==> src/rtl/manipulador_vetores_stream.sv <==
// Streaming vector manipulator: per-word lane/bit rearrangement feeding a small
// output FIFO, with valid/ready handshakes on both the input and output sides.
module manipulador_vetores_stream #(
  parameter int WIDTH = 32,
  parameter int LANE  = 8,
  parameter int DEPTH = 2,
  parameter int CNT_W = 16
) (
  input  logic             clk,
  input  logic             rst_n,
  input  logic             in_valid,
  output logic             in_ready,
  input  logic [WIDTH-1:0] in_data,
  input  logic [1:0]       mode,
  input  logic [7:0]       rot_amt,
  output logic             out_valid,
  input  logic             out_ready,
  output logic [WIDTH-1:0] out_data,
  output logic [CNT_W-1:0] word_count
);

  localparam int LANES = WIDTH / LANE;
  localparam int PTR_W = (DEPTH > 1) ? $clog2(DEPTH) : 1;
  localparam int OCC_W = $clog2(DEPTH + 1);

  logic [WIDTH-1:0] xformed;
  int               rot;
  int               src;

  logic [WIDTH-1:0] mem [DEPTH];
  logic [PTR_W-1:0] wr_ptr;
  logic [PTR_W-1:0] rd_ptr;
  logic [OCC_W-1:0] occ;
  logic             push;
  logic             pop;

  // Rotate-left by r lanes means output lane k takes input lane (k - r) mod LANES.
  always_comb begin
    xformed = in_data;
    rot     = int'(rot_amt) % LANES;
    src     = 0;
    case (mode)
      2'b01: begin
        for (int k = 0; k < LANES; k++)
          xformed[k*LANE +: LANE] = in_data[(LANES-1-k)*LANE +: LANE];
      end
      2'b10: begin
        for (int i = 0; i < WIDTH; i++)
          xformed[i] = in_data[WIDTH-1-i];
      end
      2'b11: begin
        for (int k = 0; k < LANES; k++) begin
          src = (k + LANES - rot) % LANES;
          xformed[k*LANE +: LANE] = in_data[src*LANE +: LANE];
        end
      end
      default: ;
    endcase
  end

  // Ready is held low during reset so nothing is offered a handshake while cleared.
  assign in_ready  = rst_n && (occ < OCC_W'(DEPTH));
  assign out_valid = (occ != '0);
  assign push      = in_valid && in_ready;
  assign pop       = out_valid && out_ready;
  assign out_data  = out_valid ? mem[rd_ptr] : '0;

  always_ff @(posedge clk or negedge rst_n) begin
    if (!rst_n) begin
      wr_ptr     <= '0;
      rd_ptr     <= '0;
      occ        <= '0;
      word_count <= '0;
    end else begin
      if (push)
        wr_ptr <= (wr_ptr == PTR_W'(DEPTH - 1)) ? '0 : wr_ptr + PTR_W'(1);
      if (pop) begin
        rd_ptr     <= (rd_ptr == PTR_W'(DEPTH - 1)) ? '0 : rd_ptr + PTR_W'(1);
        word_count <= word_count + CNT_W'(1);
      end
      case ({push, pop})
        2'b10:   occ <= occ + OCC_W'(1);
        2'b01:   occ <= occ - OCC_W'(1);
        default: ;
      endcase
    end
  end

  // Storage needs no reset: entries are only visible through out_data once occupied.
  always_ff @(posedge clk) begin
    if (push)
      mem[wr_ptr] <= xformed;
  end

endmodule
==> config.mk <==
export PLATFORM = sky130hd
export DESIGN_NAME = manipulador_vetores_stream
export DESIGN_NICKNAME = d
export VERILOG_FILES = /design/src/rtl/manipulador_vetores_stream.sv
export SDC_FILE = /design/constraint.sdc
export NUM_CORES = 1
export LEC_CHECK = 0
export CAP_MARGIN = 20
export CORE_MARGIN = 1
export CORE_UTILIZATION = 44
export DETAILED_ROUTE_END_ITERATION = 6
export GPL_ROUTABILITY_DRIVEN = 0
export PLACE_DENSITY_LB_ADDON = 0.2
export SLEW_MARGIN = 15
export SYNTH_ARGS = -nofsm -noshare
export SYNTH_HDL_FRONTEND = slang
export SYNTH_SLANG_ARGS = --single-unit
==> constraint.sdc <==
create_clock -name clk -period 2.7 [get_ports clk]
set_input_delay 0.405 -clock clk [delete_from_list [all_inputs] [get_ports clk]]
set_output_delay 0.405 -clock clk [all_outputs]
set_load 0.05 [all_outputs]
==> key figures <==
Outcome
  • Outcome: finished clean

Synthesis
  • Mapped Area: 4811 sq um
  • Yosys cell types: 21
  • Adder-cell area share of the yosys netlist: 0.005202
  • Mapped Cells: 290
  • Simple-gate area share of the yosys netlist: 0.05644
  • Yosys reg bits: 84
  • Compound-Gate Fraction of Synth Area: 0.001560
  • Largest family of logic cells by synthesized area: multiplexers
  • Post-synthesis area per instance: 16.59 sq um
  • Multiplexer share of the synthesized area: 0.3662
  • Sequential share of the synthesized area: 0.5035
  • Ys Warns: 0
  • Net count after synthesis: 338
  • Post-Synth XOR/XNOR Area: 0.03641

Flow run
  • Max-cap violations: 0

Placement
  • Setup WS pre-CTS: 0.2340 ns
  • Port Buf Inserts: 89
  • Dpl hpwl: 6.371 mm
  • Area after DPL: 5796 sq um

Route
  • Vias: 2971
  • Final ANT Viol Nets: 0
  • Vias per Instance: 5.724
  • Detailed Route Iter0 Violations: 126
  • Final wirelength: 9.189 mm
  • DR WL/cell: 17.71 microns
  • TritonRoute pass-1 iters: 4
  • Drt drc: 0

Clock tree
  • Post-CTS Setup Bufs: 0
  • Post-cts sizing count: 0
  • H-tree levels: 3
  • Hold-fix buffers, CTS: 0
  • Clk pin slew, worst setup/hold paths: 0.08 ns
  • CTS tree: done
  • CTS root buf: clkbuf_8
  • Clk Latency, worst-skew pair: 0.35 ns
  • CTS max path bufs: 2
  • Clock sinks: 84
  • CTS Buf Count: 9

Cells and area
  • Layout cell share with drive strength beyond 1: 0.3342
  • Fin util: 0.5731
  • Nets: 426
  • Sequential cell area: 2424 sq um
  • Fill count: 876
  • Commonest cells after routing, fill and taps aside: mux4_2, edfxtp_1, clkdlybuf4s50_1
  • Diode count: 0
  • Post-route cell area: 5996 sq um
  • Area grow syn2layout: 24.63%
  • Area of the multi-input gates: 2251 sq um

Pwr
  • Peak supply drop: 0.0006845 V
  • P per Cell Area: 901.1 nW/um^2
  • Leakage: 2.201 nW

Critical path
  • CP Max Fanout: 4
  • CP startpoint kind: flip-flop
  • Kind of critical path: flip-flop to output pin
  • Crit path capture type: output pin
  • WP data arrival: 1.72 ns
  • Critical Path RT: 2.30 ns

Floorplan
  • Initial Utilization: 0.4598
  • Die ar.: 11360 sq um
  • Rows: 37
  • # IOs: 96
  • Die W: 106.6 microns
  • Core Region: 10460 sq um
  • Chip Height: 106.6 microns

Worst hold path
  • Worst Hold Class: primary input to async pin

STA
  • Final Slew Violations: 0
  • Final hold vios: 0
  • Setup ws final: 0.5781 ns
  • Worst-Margin Slew: 0.5155 ns
  • Max-slew headroom at the worst pin: 0.6552
  • Setup violations, final: 0
  • Tmin final: 2.122 ns
  • Setup Skew: 0.009998 ns
  • RSZ-0062 raised after global routing: no
  • Period Utilization, post-route: 0.7859
  • Final TNS setup: 0 ns
  • Fmax achieved: 0.4713 GHz

GRT
  • All-layer global routing usage: 0.1738
  • Vias in the first global route: 2851
  • Global-route wire length before repair: 15.23 mm
  • Initial antenna violation count: 0
  • Largest net degree at the start of global routing: 34
  • Gr ovfl total: 0
## sequential cells by signal, indices dropped and copies added (netlist names)
| signal | count |
|---|---|
| occ | 2 |
| rd_ptr | 1 |
| word_count | 16 |
| wr_ptr | 1 |
| mem | 64 |
## path summary, 6_finish.rpt
path / from / endpoint / slack [ns] / cells after the start
setup / recovery: occ[0]$_DFFE_PN0P_ / out_valid / 0.58 / 3
hold / removal: rst_n / word_count[2]$_DFFE_PN0P_ / 0.42 / 2
setup reg to reg: occ[1]$_DFFE_PN0P_ / occ[1]$_DFFE_PN0P_ / 1.03 / 5
hold reg to reg: word_count[15]$_DFFE_PN0P_ / word_count[15]$_DFFE_PN0P_ / 0.49 / 1
max in group asynchronous: rst_n / rd_ptr$_DFFE_PN0P_ / 2.06 / 2
min in group clk: word_count[15]$_DFFE_PN0P_ / word_count[15]$_DFFE_PN0P_ / 0.49 / 1
## where the power goes
group          switching (mW)  total [mW]  internal (mW)
registers               0.118        1.72           1.60
logic                    1.83        2.79          0.961
clock network           0.454       0.886          0.432
## synth_stat cells, drive strengths merged
library cell | instances | area, sq um
edfxtp | 64 | 1922
mux4 | 64 | 1441
nor2 | 37 | 138.9
mux2i | 32 | 320.3
dfrtp | 20 | 500.5
buf | 18 | 121.4
xnor2 | 16 | 140.1
nand2 | 9 | 33.78
clkbuf | 5 | 18.77
nand4 | 5 | 31.28
nand3 | 4 | 20.02
xor2 | 4 | 35.03
and3 | 2 | 12.51
and4 | 2 | 17.52
ha | 2 | 25.02
inv | 2 | 7.510
and2 | 1 | 6.260
nor2b | 1 | 6.260
nor3 | 1 | 5.000
o211ai | 1 | 7.510
## cells by family (layout without fill, tap and decap cells)
family | count (synthesis) | count (layout)
muxes | 96 | 96
DFF | 84 | 84
and+or+nand+nor | 62 | 62
buffers and inverters | 25 | 118
xor gates and xnor gates | 20 | 20
adders and majority gates | 2 | 2
AOI/OAI and AO/OA | 1 | 1
## metrics by stage
stage	cells	hold WS [ns]	power, mW
global route	519	0.4349	5.659
detailed placement	503	0.4800	4.587
finish	519	0.4197	5.403
floorplan	290	0.1094	3.699
global placement	503	0.4587	4.550
CTS	519	0.4117	5.469
## final cells by class
type	instances	share of cell area
repair buffers	100	0.1573
well taps	136	0.02838
inverters	2	0.001252
multi-input cells	181	0.3754
clock buffers	9	0.02066
clock inverters	7	0.01273
flip-flops and latches	84	0.4042
## layer usage
metal | global-route usage | vias to the layer above | wire, microns
met5 | 0 | - | 0
met4 | 0.05577 | 0 | 85
met3 | 0.02698 | 7 | 414
met2 | 0.2544 | 95 | 4406
met1 | 0.2666 | 1526 | 4283
li1 | - | 1343 | -
## critical path: stages (launching register included)
cell	delay [ns]
dfrtp_1	0.44
nor2_2	0.07
inv_1	0.07
clkdlybuf4s50_1	0.80
Power figures use the tool's default switching activity.
